--- config.mk ---
export PLATFORM = sky130hd
export DESIGN_NAME = joint_step_converter_flat
export DESIGN_NICKNAME = d
export VERILOG_FILES = /design/src/rtl/joint_step_converter_if.sv /design/src/rtl/joint_step_converter.sv /design/src/flat_wrapper.sv
export SDC_FILE = /design/constraint.sdc
export NUM_CORES = 1
export LEC_CHECK = 0
export BUFFER_PORTS_ARGS = -buffer_cell sky130_fd_sc_hd__buf_2
export CORE_UTILIZATION = 45
export DETAILED_ROUTE_END_ITERATION = 8
export GPL_ROUTABILITY_DRIVEN = 1
export HOLD_SLACK_MARGIN = 0.08
export SYNTH_ARGS = -nofsm -noshare
export SYNTH_HDL_FRONTEND = slang
export SYNTH_SLANG_ARGS = --single-unit
--- constraint.sdc ---
create_clock -name clk -period 9.8 [get_ports clk]
set_input_delay 1.47 -clock clk [delete_from_list [all_inputs] [get_ports clk]]
set_output_delay 1.47 -clock clk [all_outputs]
set_load 0.005 [all_outputs]
--- src/rtl/joint_step_converter_if.sv ---
// rtl/joint_step_converter_if.sv - request/result bundle between IK stage, converter and pulse generators
interface joint_step_converter_if #(
   parameter int CHANNELS = 2,
   parameter int ANGLE_W  = 13,
   parameter int STEP_W   = 9
);
   logic                        start;
   logic                        delta_mode;
   logic                        clear_pos;
   logic [CHANNELS*ANGLE_W-1:0] angles;
   logic [CHANNELS*STEP_W-1:0]  steps;
   logic [CHANNELS-1:0]         dir;
   logic [CHANNELS-1:0]         sat;
   logic                        busy;
   logic                        done;

   modport master (
      output start, delta_mode, clear_pos, angles,
      input  steps, dir, sat, busy, done
   );

   modport slave (
      input  start, delta_mode, clear_pos, angles,
      output steps, dir, sat, busy, done
   );
endinterface

--- src/rtl/joint_step_converter.sv ---
// rtl/joint_step_converter.sv - multi-channel joint angle to stepper step converter
// One shared multiplier walks the channels; a second stage rounds, applies delta tracking and clips.
module joint_step_converter #(
   parameter int          CHANNELS   = 2,
   parameter int          ANGLE_W    = 13,
   parameter int          ANGLE_FRAC = 10,
   parameter int          SCALE_W    = 16,
   parameter int          SCALE_FRAC = 10,
   parameter int unsigned SCALE      = 32595,
   parameter int          STEP_W     = 9,
   parameter int          POS_W      = 12
) (
   input  logic                  clk,
   input  logic                  reset,
   joint_step_converter_if.slave bus
);
   localparam int PROD_W = ANGLE_W + SCALE_W + 1;
   localparam int FRAC_W = ANGLE_FRAC + SCALE_FRAC;
   localparam int MAG_W  = PROD_W - FRAC_W;
   localparam int WIDE_W = MAG_W + POS_W + 2;
   localparam int IDX_W  = (CHANNELS > 1) ? $clog2(CHANNELS) : 1;
   localparam int SLOTS  = 1 << IDX_W;

   localparam logic [PROD_W-1:0]       ROUND_HALF = PROD_W'(1) << (FRAC_W - 1);
   localparam logic [WIDE_W-1:0]       STEP_MAX   = WIDE_W'((1 << STEP_W) - 1);
   localparam logic [IDX_W-1:0]        LAST_IDX   = IDX_W'(CHANNELS - 1);
   localparam logic signed [SCALE_W:0] SCALE_S    = {1'b0, SCALE_W'(SCALE)};

   typedef enum logic [1:0] {S_IDLE, S_CALC, S_DRAIN, S_DONE} state_t;

   state_t                     state_q;
   logic [IDX_W-1:0]           idx_q;
   logic                       delta_q;
   logic signed [ANGLE_W-1:0]  angle_q [SLOTS];
   logic signed [PROD_W-1:0]   prod_q;
   logic [IDX_W-1:0]           prod_idx_q;
   logic                       prod_vld_q;
   logic signed [POS_W-1:0]    pos_q [SLOTS];
   logic [STEP_W-1:0]          work_steps_q [SLOTS];
   logic [SLOTS-1:0]           work_dir_q;
   logic [SLOTS-1:0]           work_sat_q;
   logic [CHANNELS*STEP_W-1:0] steps_q;
   logic [CHANNELS-1:0]        dir_q;
   logic [CHANNELS-1:0]        sat_q;
   logic                       busy_q;
   logic                       done_q;

   logic signed [PROD_W-1:0]   prod_d;
   logic [PROD_W-1:0]          prod_abs;
   logic [MAG_W-1:0]           mag;
   logic signed [WIDE_W-1:0]   abs_w;
   logic signed [WIDE_W-1:0]   res_w;
   logic [WIDE_W-1:0]          res_abs;
   logic signed [POS_W-1:0]    pos_d;
   logic [STEP_W-1:0]          step_d;
   logic                       dir_d;
   logic                       sat_d;

   // Rounding works on the magnitude so that halves round away from zero on both signs.
   always_comb begin
      prod_d   = PROD_W'(angle_q[idx_q]) * PROD_W'(SCALE_S);
      prod_abs = prod_q[PROD_W-1] ? -prod_q : prod_q;
      mag      = MAG_W'((prod_abs + ROUND_HALF) >> FRAC_W);
      abs_w    = WIDE_W'($signed({1'b0, mag}));
      if (prod_q[PROD_W-1]) begin
         abs_w = -abs_w;
      end
      pos_d    = abs_w[POS_W-1:0];
      res_w    = delta_q ? abs_w - WIDE_W'(pos_q[prod_idx_q]) : abs_w;
      res_abs  = res_w[WIDE_W-1] ? -res_w : res_w;
      sat_d    = res_abs > STEP_MAX;
      step_d   = sat_d ? STEP_MAX[STEP_W-1:0] : res_abs[STEP_W-1:0];
      dir_d    = ~res_w[WIDE_W-1];
   end

   always_ff @(posedge clk or posedge reset) begin
      if (reset) begin
         state_q    <= S_IDLE;
         idx_q      <= '0;
         delta_q    <= 1'b0;
         prod_q     <= '0;
         prod_idx_q <= '0;
         prod_vld_q <= 1'b0;
         work_dir_q <= '0;
         work_sat_q <= '0;
         steps_q    <= '0;
         dir_q      <= '0;
         sat_q      <= '0;
         busy_q     <= 1'b0;
         done_q     <= 1'b0;
         for (int s = 0; s < SLOTS; s++) begin
            angle_q[s]      <= '0;
            pos_q[s]        <= '0;
            work_steps_q[s] <= '0;
         end
      end else begin
         done_q     <= 1'b0;
         prod_vld_q <= 1'b0;

         if (prod_vld_q) begin
            pos_q[prod_idx_q]        <= pos_d;
            work_steps_q[prod_idx_q] <= step_d;
            work_dir_q[prod_idx_q]   <= dir_d;
            work_sat_q[prod_idx_q]   <= sat_d;
         end

         case (state_q)
            S_IDLE: begin
               if (bus.clear_pos) begin
                  for (int s = 0; s < SLOTS; s++) begin
                     pos_q[s] <= '0;
                  end
               end
               if (bus.start) begin
                  for (int c = 0; c < CHANNELS; c++) begin
                     angle_q[c] <= bus.angles[c*ANGLE_W +: ANGLE_W];
                  end
                  delta_q <= bus.delta_mode;
                  idx_q   <= '0;
                  busy_q  <= 1'b1;
                  state_q <= S_CALC;
               end
            end
            S_CALC: begin
               prod_q     <= prod_d;
               prod_idx_q <= idx_q;
               prod_vld_q <= 1'b1;
               if (idx_q == LAST_IDX) begin
                  state_q <= S_DRAIN;
               end else begin
                  idx_q <= idx_q + 1'b1;
               end
            end
            S_DRAIN: begin
               state_q <= S_DONE;
            end
            S_DONE: begin
               // All channels land together so the pulse generators never see a mixed set.
               for (int c = 0; c < CHANNELS; c++) begin
                  steps_q[c*STEP_W +: STEP_W] <= work_steps_q[c];
                  dir_q[c]                    <= work_dir_q[c];
                  sat_q[c]                    <= work_sat_q[c];
               end
               done_q  <= 1'b1;
               busy_q  <= 1'b0;
               state_q <= S_IDLE;
            end
            default: begin
               state_q <= S_IDLE;
            end
         endcase
      end
   end

   assign bus.steps = steps_q;
   assign bus.dir   = dir_q;
   assign bus.sat   = sat_q;
   assign bus.busy  = busy_q;
   assign bus.done  = done_q;
endmodule

--- src/flat_wrapper.sv ---
// flat-port wrapper written by rule: the top's interface ports become plain ports
module joint_step_converter_flat 
#(
   parameter int          CHANNELS   = 2,
   parameter int          ANGLE_W    = 13,
   parameter int          ANGLE_FRAC = 10,
   parameter int          SCALE_W    = 16,
   parameter int          SCALE_FRAC = 10,
   parameter int unsigned SCALE      = 32595,
   parameter int          STEP_W     = 9,
   parameter int          POS_W      = 12
)
  (clk, reset, bus_start, bus_delta_mode, bus_clear_pos, bus_angles, bus_steps, bus_dir, bus_sat, bus_busy, bus_done);
  joint_step_converter_if #(.CHANNELS(CHANNELS), .ANGLE_W(ANGLE_W), .STEP_W(STEP_W)) bus_i ();
  input  logic clk;
  input  logic reset;
  input wire logic [$bits(bus_i.start)-1:0] bus_start;
  input wire logic [$bits(bus_i.delta_mode)-1:0] bus_delta_mode;
  input wire logic [$bits(bus_i.clear_pos)-1:0] bus_clear_pos;
  input wire logic [$bits(bus_i.angles)-1:0] bus_angles;
  output wire logic [$bits(bus_i.steps)-1:0] bus_steps;
  output wire logic [$bits(bus_i.dir)-1:0] bus_dir;
  output wire logic [$bits(bus_i.sat)-1:0] bus_sat;
  output wire logic [$bits(bus_i.busy)-1:0] bus_busy;
  output wire logic [$bits(bus_i.done)-1:0] bus_done;
  assign bus_i.start = bus_start;
  assign bus_i.delta_mode = bus_delta_mode;
  assign bus_i.clear_pos = bus_clear_pos;
  assign bus_i.angles = bus_angles;
  assign bus_steps = bus_i.steps;
  assign bus_dir = bus_i.dir;
  assign bus_sat = bus_i.sat;
  assign bus_busy = bus_i.busy;
  assign bus_done = bus_i.done;
  joint_step_converter #(.CHANNELS(CHANNELS), .ANGLE_W(ANGLE_W), .ANGLE_FRAC(ANGLE_FRAC), .SCALE_W(SCALE_W), .SCALE_FRAC(SCALE_FRAC), .SCALE(SCALE), .STEP_W(STEP_W), .POS_W(POS_W)) u_core (.clk(clk), .reset(reset), .bus(bus_i));
endmodule
Word level (Yosys, flattened, before mapping)
Cells that the tools add are included.

word-level totals
  logic and storage cells = 83
  input bits = 31
  register bits = 132
  output and inout bits = 24

cells by class
  $add $sub $neg = 6
  eq/ne operators = 5
  multipliers = 1
  bitwise logic cells = 3
  order comparisons = 6
  reduce and logical (&&, ||, !) cells = 9
  mux-type cells = 34

operators by type and width
  cell                                                                               count
  24-bit two-way mux                                                                 6
  12-bit two-way mux                                                                 4
  13-bit two-way mux                                                                 3
  30-bit by 20-bit adder with 30-bit output (second input constant)                  1
  30-bit two-way mux                                                                 1
  30-bit negator                                                                     1
  13-bit by 16-bit multiplier with 29-bit output (second input constant)             1
  24-bit bitwise mux                                                                 1
  24-bit by 9-bit greater-than comparator with 1-bit output (second input constant)  1
  10-bit negator with 24-bit output                                                  1
  24-bit negator                                                                     1
  24-bit by 12-bit subtractor with 24-bit output                                     1
  18-bit bitwise mux                                                                 1
  9-bit two-way mux                                                                  2
  12-bit demux with 1-bit select                                                     1
  9-bit demux with 1-bit select                                                      1
  2-bit case mux with 4 select lines                                                 1
  2-bit AND reduction                                                                4
  1-bit two-way mux                                                                  6
  2-bit bitwise mux                                                                  2
  2-bit == test (second input constant)                                              2
  2-bit greater-or-equal comparator (second input constant)                          2
  2-bit two-way mux                                                                  2
  1-bit inverter with 2-bit output                                                   2
  13 further kinds                                                                   16

Depth between registers and ports, before layout
Gate-level depths: netlist (run 1).

  depth in word-level cells = 12
  mapped depth = 34

Worst setup path after synthesis (run 1)
Ideal clock, no wire load.

  path kind = register -> register
  from = register u_core.prod_q[28]
  to = register u_core.work_steps_q[9] in the netlist's numbering
  data required time = 9.659 ns
  clock period less this slack = 7.340 ns
  setup time = 0.141 ns
  arrival time = 7.199 ns
  stages on the path, launching flop included = 31
  slack = 2.460 ns
  cell sequence = dfrtp_1 -> clkbuf_1 -> clkbuf_1 -> buf_2 -> clkbuf_1 -> o21ai_0 -> xnor2_1 -> ha_1 -> nand2b_1 -> a311o_1 -> o21a_1 -> a2111oi_1 -> mux2_2 -> o31ai_2 -> inv_1 -> ha_1 -> clkbuf_1 -> and2_1 -> clkbuf_1 -> nand3_1 -> nor2_1 -> a21bo_1 -> a31oi_2 -> a21oi_1 -> nand3_1 -> a21oi_1 -> a211o_1 -> a2111o_1 -> a2111oi_4 -> buf_6 -> a31oi_1

between the ends
  cells in the longest elaborated chain, start to end = 12

RTL lines
  element                                                    line                         source
  start: declaration                                         joint_step_converter.sv:35   logic signed [PROD_W-1:0] prod_q;
  start signal: assignment                                   joint_step_converter.sv:125  prod_q <= prod_d;
  30-bit negator                                             joint_step_converter.sv:62   prod_abs = prod_q[PROD_W-1] ? -prod_q : prod_q;
  30-bit two-way mux *                                       joint_step_converter.sv:62
  30-bit by 20-bit adder with 30-bit output *                joint_step_converter.sv:63   mag = MAG_W'((prod_abs + ROUND_HALF) >> FRAC_W);
  10-bit negator with 24-bit output                          joint_step_converter.sv:66   abs_w = -abs_w;
  24-bit two-way mux *                                       joint_step_converter.sv:65   if (prod_q[PROD_W-1]) begin
  24-bit by 12-bit subtractor with 24-bit output             joint_step_converter.sv:69   res_w = delta_q ? abs_w - WIDE_W'(pos_q[prod_idx_q]) : abs_w;
  24-bit two-way mux *                                       joint_step_converter.sv:69
  24-bit negator                                             joint_step_converter.sv:70   res_abs = res_w[WIDE_W-1] ? -res_w : res_w;
  24-bit two-way mux *                                       joint_step_converter.sv:70
  24-bit by 9-bit greater-than comparator with 1-bit output  joint_step_converter.sv:71   sat_d = res_abs > STEP_MAX;
  9-bit two-way mux *                                        joint_step_converter.sv:72   step_d = sat_d ? STEP_MAX[STEP_W-1:0] : res_abs[STEP_W-1:0];
  18-bit bitwise mux *                                       joint_step_converter.sv:102  work_steps_q[prod_idx_q] <= step_d;
  end signal: indexed assignment                             joint_step_converter.sv:102
  end: declaration                                           joint_step_converter.sv:39   logic [STEP_W-1:0] work_steps_q [SLOTS];

Every way passes the cells marked *; elsewhere a longest branch is shown, timed or not.
A chain may end at the register's enable or synchronous reset.

Final worst setup path (run 1)
  from = register u_core.prod_q[8]
  to = register u_core.work_steps_q[10] in the netlist's numbering

The elaborated chain is that of the path after synthesis.

==> results.md, run 1 <==
* Max FO, Critical Path at 20
* CP endpoint: u_core.work_steps_q[10]
* Post-Syn Area at roughly 12000 um2
* Average size of a mapped cell at roughly 9.6 um2
* Reg2Reg Setup Slack at 1100 ps
* Crit path max-delay family: compound AO/OA/AOI/OAI gates
* Largest net degree at the start of global routing at between 80 and 90
* Final Cycle Share at between 80% and 90%
* CP Buf/Inv Count at 1
* Synthesis-stage register bit count at between 100 and 150
* Max Cap Viol at 0
* Via density at approximately 5.5
* Critical Path Start: u_core.prod_q[8]
* Worst Clk Skew at 15.0 ps
* Hold Path Class: register to register
* CTS Hold Bufs at 0
* Clk buf depth at 2
* H-tree levels at 4
* Post-route ant nets at 0
* Count of different cell masters after synthesis at 79
* Aggregate global routing overflow at 0
* Post-CTS setup buffers at 0
* Synth area leader: dfrtp_1
* Slew HR at between 20% and 30%
* Fmax at 115 MHz
* Mux cell area share after synthesis at between 10 and 15%
* # port buffers at between 50 and 60
* Final Hold Viols at 0
* Kind of critical path: register to register
* Filler cell count at between 2000 and 2500
* CTS tree: done
* Synth Area in Compound Gates at ~15%
* Area contributors post-synth: dfrtp_1 27%, ha_1 14%, fa_1 11%
* DIE WIDTH at around 170 um
* Die Height at 167 um
* Final setup vio count at 0
* Main combinational cell family by area after synthesis: adder cells
* Post-synth EDFFs at 0
* DRT Pass-1 Iters at 5
* Final #Nets at 1543
* Worst r2r path cells at 29
* Yosys warns at 0
* Minimum clock period at about 8700 ps
* Area share of the leading cell type in the synthesized netlist at between 20% and 30%
* DR DRC count at 0
* Die area at roughly 28000 um2
* Slowest stage cell on the critical path: a2111oi_4
* Worst Max-Slew Pin Slew at around 1200 ps
* Initial antenna violation count at 0
* Crit path required time at ~10000 ps
* Synth Area in XOR/XNOR at under 10%
* Async SR Flop Fraction at 100%
* Cells after Synth at roughly 1300
* Starting Density at about 46%
* R2r endpoint: u_core.work_steps_q[10]
* Stages on the worst setup path at 29
* Post_cts resized at 0
* TNS Setup at 0 ps
* CTS buffer count at 17
* RSZ-0062 raised after global routing: no
* Aggregate global-route resource usage at 20.6%
* Share of cells above drive strength 1 at between 15 and 20%
* Post-synthesis sequential area ratio at 26.6%
* CTS root buf: clkbuf_16
* # rows at 60
* Vias in the first global route at ~9100
* Worst Setup End Kind: register
* Simple-gate portion of the synthesized area at about an eighth
* Worst path arrival time at between 8000 and 9000 ps
* Clk sink count at approximately 130
* Adder-Cell Fraction of Synth Area at roughly a quarter
* Vias at between 9000 and 10000
* Global-route wire length before repair at between 40000 and 50000 um
* Slew Viols, Final at 0
* Syn-to-layout area delta at 9.23%
* Slowest cell delay on critical path at 950 ps
* Hpwl dp at around 22000 um
* Reg-to-Reg Start: u_core.prod_q[8]
* DR WL/cell at around 17 um
* Post-synth top flop: dfrtp_1
* Crit path launch type: register
* Diode count at 0
* Status: complete, no violations
* GP Congestion at 0.890
* 1st-iter DRT viols at 569
* # IOs at 55
* Core Area at 26900 um2
* Clock Pin Slew Worst Setup and Hold Paths at approximately 70 ps
* Mapped Nets at roughly 1500
* Routed WL at ~28000 um
* Worst skew pair latency at 430 ps
## metrics by stage
stage | hold WS, ps | cell area (um2) | setup WS (ps) | instances | utilization, %
6_report | 498 | 13400 | 1100 | 1660 | 50.0
5_1_grt | 517 | 13400 | 264 | 1660 | 50.0
4_1_cts | 505 | 13400 | 1150 | 1660 | 50.0
3_5_place_dp | 489 | 12800 | 1190 | 1628 | 47.7
3_3_place_gp | 484 | 12800 | 1450 | 1628 | 47.7
2_1_floorplan | 444 | 12300 | 2460 | 1282 | -
## worst reg2reg max path, delay by kind of cell, from the launching register on
family	cells	cell delay (ps)
compound gates	15	4860
xor+xnor	3	640
fa+ha+maj	3	920
buf+inv	1	120
flops	1	410
simple gates	7	1560
## routing by layer
layer	part of all wire, %	GRT usage (%)	wire length, um	vias up
met3	2.7	2.69	742	23
met2	50	36.6	13800	146
met1	46	26.6	12900	4412
li1	-	-	-	4547
met4	1.4	4.79	380	0
met5	0	0	0	-
## synth_stat cells (4+ instances only)
cell	number
ha_1	136
o211a_1	5
a21oi_1	74
and2_1	13
xor2_1	24
nor2_1	88
or2_2	8
xnor2_1	36
and3_1	9
nand2_1	71
or3_1	8
nor4_1	9
o311ai_0	4
nor2b_1	16
o21bai_1	9
nor4_4	4
a211oi_1	13
a31oi_1	33
dfrtp_1	131
a211o_1	7
o21a_1	10
o21ai_0	37
nand2b_1	12
mux2i_1	26
buf_1	5
clkbuf_1	44
inv_1	138
mux2_2	88
nand3_1	21
a21o_1	21
o32a_1	5
o31ai_1	8
nor3_1	25
fa_1	70
## state kept, by name, indices dropped and copies added, names as in the netlist, 2 cells and up
| register | cells |
|---|---|
| u_core.prod_q | 29 |
| u_core.angle_q | 26 |
| u_core.pos_q | 24 |
| u_core.bus.steps | 18 |
| u_core.work_steps_q | 18 |
| u_core.bus.dir | 2 |
| u_core.bus.sat | 2 |
| u_core.state_q | 2 |
| u_core.work_dir_q | 2 |
| u_core.work_sat_q | 2 |
## cells in the final DEF, fill, tap and decap left out, drive strengths merged, types with 14 or more instances in the layout
| master | Yosys | layout |
|---|---|---|
| a21o | 21 | 21 |
| a21oi | 74 | 74 |
| a31oi | 34 | 34 |
| buf | 11 | 60 |
| clkbuf | 44 | 17 |
| dfrtp | 131 | 131 |
| fa | 70 | 70 |
| ha | 136 | 136 |
| inv | 138 | 146 |
| mux2 | 88 | 88 |
| mux2i | 26 | 26 |
| nand2 | 72 | 72 |
| nand3 | 22 | 22 |
| nor2 | 88 | 88 |
| nor2b | 16 | 16 |
| nor3 | 28 | 28 |
| nor4 | 14 | 14 |
| o21ai | 41 | 41 |
| xnor2 | 36 | 36 |
| xor2 | 24 | 24 |
## kinds of logic (layout without fill, tap and decap cells)
group,count (synthesis),after routing
and+or+nand+nor,307,307
muxes,114,114
DFF,131,131
AOI/OAI and AO/OA,269,269
adders and majority gates,206,206
buffers and inverters,195,232
xor gates and xnor gates,60,60
## worst min path at each step
stage                                       from                   end  slack (ps)  depth (start not counted)
after global placement         u_core.angle_q[9]     u_core.angle_q[9]         480                          1
after floorplan             u_core.work_dir_q[0]  u_core.work_dir_q[0]         440                          2
after detailed placement  u_core.work_steps_q[1]  u_core.bus.steps[10]         490                          1
after global routing        u_core.bus.steps[11]  u_core.bus.steps[11]         520                          1
final                       u_core.work_sat_q[0]  u_core.work_sat_q[0]         500                          2
after CTS                      u_core.angle_q[7]     u_core.angle_q[7]         500                          1
## cell type report
class | instances | area [um2] | share of cell area (%)
flip-flops and latches | 131 | 3280 | 24.4
clock buffers | 17 | 425 | 3.16
repair buffers | 60 | 315 | 2.35
well taps | 341 | 427 | 3.17
inverters | 140 | 531 | 3.95
clock inverters | 15 | 190 | 1.41
multi-input cells | 956 | 8280 | 61.6
Power of run 1 is left out: the tool's default activity adds up to more than one toggle a clock period on the data nets, which glitch-free logic cannot reach.
==> run 2: changes to the inputs <==
- ABC_AREA: default -> 1
==> run 2 against run 1 <==
Routed wire length about the same. Clock skew down 0.89 ps. Die area is 0.62% higher. Synthesized cell count increased by 26%. Final cell count up 21%. Highest routed layer unchanged. Count of clock-buffer cells in the layout is 1 higher. Area after synthesis grew 0.63%. Fmax rose by 16%. Via count is 7.7% higher. Critical endpoint is now u_core.prod_q[28]. Largest cell class unchanged.
==> results.md, run 2 <==
* Synth cell count leaders: 474 x nand2_1, 242 x inv_1, 136 x ha_1
* Vias in the first global route at about 10000
* Share of cells above drive strength 1 at a little over an eighth
* DRT Pass-1 Iters at 5
* TNS Setup at 0 ps
* Clk buf depth at 2
* Via density at around 5
* Worst Clk Skew at around 14 ps
* Final #Nets at approximately 1900
* Status: complete, no violations
* GP Congestion at approximately 0.92
* Filler cell count at between 2000 and 3000
* Post-synth EDFFs at 0
* Global-route wire length before repair at approximately 47000 um
* Final setup vio count at 0
* Commonest non-fill, non-tap cell in the layout: nand2_1
* H-tree levels at 4
* Crit path launch type: register
* CTS tree: done
* Post_cts resized at 0
* 1st-iter DRT viols at approximately 440
* Post-Syn Area at 12400 um2
* Diode count at 0
* Hpwl dp at approximately 22000 um
* Async SR Flop Fraction at 100%
* Mapped Nets at 1848
* Kind of critical path: register to register
* Die Height at 168 um
* Count of different cell masters after synthesis at between 40 and 50
* RSZ-0062 raised after global routing: no
* Max Cap Viol at 0
* Cells after Synth at between 1500 and 2000
* # IOs at 55
* Minimum clock period at 7490 ps
* Slew Viols, Final at 0
* Starting Density at about 46%
* Post-route ant nets at 0
* Yosys warns at 0
* Post-CTS setup buffers at 0
* CTS Hold Bufs at 0
* # port buffers at 54
* # rows at 60
* Most flop-heavy register: u_core.prod_q
* Post-synthesis sequential area ratio at between 20% and 30%
* Worst skew pair latency at 430 ps
* Largest net degree at the start of global routing at 76
* DR WL/cell at around 14 um
* Max FO, Critical Path at 17
* Worst Max-Slew Pin Slew at about 1000 ps
* Final Hold Viols at 0
* Fmax at between 100 and 150 MHz
* Worst path arrival time at 7770 ps
* Most frequent cells in the layout: 474 x nand2_1, 241 x inv_1, 136 x ha_1, 131 x dfrtp_1, 84 x nor2_1
* Slew HR at between 30% and 40%
* Initial antenna violation count at 0
* Clk sink count at between 100 and 150
* Synth area leader: dfrtp_1
* Core Area at about 27000 um2
* Average size of a mapped cell at 7.69 um2
* Vias at just under 10000
* Worst r2r path cells at 30
* Syn-to-layout area delta at 9.25%
* Aggregate global-route resource usage at between 20% and 30%
* WHS Path Cells at 2
* Synthesis-stage register bit count at 131
* Number of flip-flops in the largest register at 29
* Area share of the leading cell type in the synthesized netlist at a little over a quarter
* Aggregate global routing overflow at 0
* Leading cell type by number of instances after synthesis: nand2_1
* Clock Pin Slew Worst Setup and Hold Paths at approximately 70 ps
* Slowest stage cell on the critical path: dfrtp_1
* Die area at approximately 28000 um2
* CTS root buf: clkbuf_16
* Crit path required time at ~10000 ps
* CTS buffer count at 17
* Hold Path Class: register to register
* Post-synth top flop: dfrtp_1
* Routed WL at 27900 um
* Worst Setup End Kind: register
* Final Cycle Share at about three quarters
* Top Registers: u_core.prod_q (29), u_core.angle_q (26), u_core.pos_q (24)
* DR DRC count at 0
* DIE WIDTH at 168 um
* Slowest cell delay on critical path at 620 ps
* Area contributors post-synth: dfrtp_1 26%, nand2_1 14%, ha_1 14%
==> run 2: layer usage <==
layer	track usage [%]	vias up	part of all wire, %	routed length [um]
met3	2.42	33	2.2	610
met4	6.42	0	2.1	586
met1	26.3	4522	47	13000
met5	0	-	0	0
met2	37.5	124	49	13700
li1	-	5156	-	-
==> run 2: logic make-up (layout without fill, tap and decap cells) <==
| logic type | Yosys count | after routing | synth area share [%] |
|---|---|---|---|
| and+or+nand+nor | 759 | 759 | 28.7 |
| adders and majority gates | 206 | 206 | 25.1 |
| AOI/OAI and AO/OA | 192 | 192 | 8.32 |
| buffers and inverters | 289 | 343 | 9.02 |
| xor gates and xnor gates | 26 | 26 | 1.84 |
| DFF | 131 | 131 | 26.5 |
| muxes | 8 | 8 | 0.646 |
==> run 2: layout make-up <==
cell class | instances | area (um2) | share of cell area [%]
multi-input combinational | 1191 | 7990 | 59.1
sequential | 131 | 3280 | 24.2
inverter | 250 | 942 | 6.96
clock buffer | 18 | 429 | 3.17
tap | 341 | 427 | 3.15
timing repair buffer | 61 | 323 | 2.39
clock inverter | 14 | 143 | 1.05
==> run 2: metrics by stage <==
| stage | std cells | hold WS [ps] | setup slack, ps | util, % | cell area (um2) |
|---|---|---|---|---|---|
| 3_3_place_gp | 1974 | 448 | 2440 | 48.1 | 13000 |
| 4_1_cts | 2006 | 470 | 2280 | 50.2 | 13500 |
| 2_1_floorplan | 1611 | 441 | 2940 | - | 12400 |
| 6_report | 2006 | 463 | 2310 | 50.2 | 13500 |
| 3_5_place_dp | 1974 | 453 | 2290 | 48.1 | 13000 |
| 5_1_grt | 2006 | 485 | 1620 | 50.2 | 13500 |
==> run 2: critical path, delay by kind of cell (launching register included) <==
kind,cells,cell delay (ps)
DFF,1,620
buffers and inverters,7,850
adders and majority gates,7,3480
AOI/OAI and AO/OA,11,1710
and+or+nand+nor,4,510
xor gates and xnor gates,1,160
==> run 2: path summary, 6_finish.rpt <==
| check | from | slack (ps) | to |
|---|---|---|---|
| setup / recovery | u_core.idx_q | 2310 | u_core.prod_q[28] |
| hold / removal | u_core.bus.steps[12] | 460 | u_core.bus.steps[12] |
| setup reg to reg | u_core.idx_q | 2310 | u_core.prod_q[28] |
| hold reg to reg | u_core.bus.steps[12] | 460 | u_core.bus.steps[12] |
| max in group asynchronous | reset | 7200 | u_core.angle_q[21] |
| min in group asynchronous | reset | 1160 | u_core.bus.steps[12] |
Power of run 2 is left out for the same reason.
==> run 3: changes to the inputs <==
- clock period: 9.8 -> 7.5 ns (I/O delays scaled with it)
==> run 3 against run 2 <==
Final cell count grew 0.40%. Clock skew increased by 2.1 ps. Via count is 0.60% higher. First-iteration DRC count is 3.2% higher. Final area increased by 0.67%.
==> results.md, run 3 (synthesis results as in run 2) <==
* Post-route ant nets at 0
* Vias at about 9900
* DR DRC count at 0
* RSZ-0062 raised after global routing: no
* Slowest stage cell on the critical path: fa_1
* Commonest non-fill, non-tap cell in the layout: nand2_1
* # rows at 60
* GP Congestion at 0.883
* 1st-iter DRT viols at 456
* Clock Pin Slew Worst Setup and Hold Paths at around 70 ps
* Diode count at 0
* Fmax at between 100 and 150 MHz
* DRT Pass-1 Iters at 5
* Slew Viols, Final at 0
* Aggregate global-route resource usage at 21.3%
* Final Hold Viols at 0
* Max Cap Viol at 0
* CTS root buf: clkbuf_16
* Clk buf depth at 2
* Clk sink count at about 130
* Starting Density at between 40 and 50%
* R2r endpoint: u_core.prod_q[28]
* Final #Nets at around 1900
* Via density at a little under 5
* Worst Clk Skew at 16.1 ps
* Minimum clock period at between 6000 and 7000 ps
* Setup Slack @ Placement at slightly below 400 ps
* Die area at between 20000 and 30000 um2
* Max FO, Critical Path at 9
* Top Registers: u_core.prod_q (29), u_core.angle_q (26), u_core.pos_q (24)
* Number of flip-flops in the largest register at 29
* Reg-to-Reg Start: u_core.idx_q
* Final Cycle Share at just over 90%
* DR WL/cell at about 14 um
* CTS buffer count at 17
* H-tree levels at 4
* Slew HR at 27.8%
* Crit path launch type: register
* Status: complete, no violations
* Final worst slack at ~520 ps
* Routed WL at approximately 28000 um
* DIE WIDTH at 168 um
* Worst path arrival time at 7270 ps
* # IOs at 55
* # port buffers at 54
* CP endpoint: u_core.prod_q[28]
* Slowest cell delay on critical path at around 590 ps
* Crit path required time at a little under 8000 ps
* Global-route wire length before repair at 47900 um
* Worst Max-Slew Pin Slew at ~1100 ps
* Initial antenna violation count at 0
* Reg2Reg Setup Slack at around 520 ps
* Aggregate global routing overflow at 0
* TNS Setup at 0 ps
* Kind of critical path: register to register
* Final setup vio count at 0
* Vias in the first global route at slightly below 10000
* Largest net degree at the start of global routing at 56
* Worst skew pair latency at around 430 ps
* Most frequent cells in the layout: 474 x nand2_1, 239 x inv_1, 136 x ha_1, 131 x dfrtp_1, 84 x nor2_1
* Share of cells above drive strength 1 at 14.0%
* Core Area at 27000 um2
* Syn-to-layout area delta at 9.98%
* Worst Setup End Kind: register
* Hold_ws at roughly 460 ps
* Critical Path Start: u_core.idx_q
* Hold Path Class: register to register
* Die Height at ~170 um
* Most flop-heavy register: u_core.prod_q
* Worst r2r path cells at 30
* Hpwl dp at between 20000 and 25000 um
* CTS tree: done
## run 3: changes by cell type in the layout (fill, tap and decap cells not counted)
cell and change:
buf_4 +8, bufinv_16 +1, clkinv_4 +1, clkinvlp_4 -1, fa_1 -1, fa_2 +1
inv_1 -2, inv_2 +1, o21ai_0 -3, o21ai_1 +3
## run 3: area by class of cell
class,instances,area (um2)
fill,2685,13300
tap,341,427
sequential,131,3280
inverter,250,946
clock inverter,14,166
timing repair buffer,69,383
multi-input combinational,1191,7990
clock buffer,18,429
## run 3: how the worst min path moves through the flow
stage | endpoint | cells past startpoint | startpoint | slack (ps)
6_report | u_core.bus.steps[1] | 2 | u_core.bus.steps[1] | 460
5_1_grt | u_core.bus.steps[4] | 2 | u_core.bus.steps[4] | 490
4_1_cts | u_core.bus.steps[4] | 2 | u_core.bus.steps[4] | 470
3_5_place_dp | u_core.bus.steps[3] | 2 | u_core.bus.steps[3] | 450
3_3_place_gp | u_core.bus.steps[4] | 2 | u_core.bus.steps[4] | 450
2_1_floorplan | u_core.angle_q[0] | 2 | u_core.angle_q[0] | 440
## run 3: repair_timing
action,in CTS,in global routing
setup endpoints to repair,0,2
setup buffers,0,4
hold buffers,0,0
resized for setup,0,6
## run 3: layer usage
metal / GRT usage (%) / part of all wire, % / up-vias
li1: - / - / 5174
met1: 26.2 / 45 / 4548
met2: 37.8 / 49 / 132
met3: 3.03 / 2.8 / 40
met4: 7.94 / 3.1 / 0
met5: 0 / 0 / -
## run 3: worst max-delay path, delay by kind of cell (launching register included)
kind                     cells  cell delay [ps]
adder cells (fa/ha/maj)      7             3410
AND/OR/NAND/NOR              4              480
flip-flops                   1              390
buffers and inverters        7              730
AO/OA/AOI/OAI               11             1680
XOR/XNOR                     1              160
## run 3: stage by stage
step	util, %	instance area (um2)	instances
after floorplan	-	12400	1611
after global placement	48.2	13000	1978
after detailed placement	48.2	13000	1978
after CTS	50.4	13600	2010
after global routing	50.5	13600	2014
final	50.5	13600	2014
Power of run 3 is left out for the same reason.
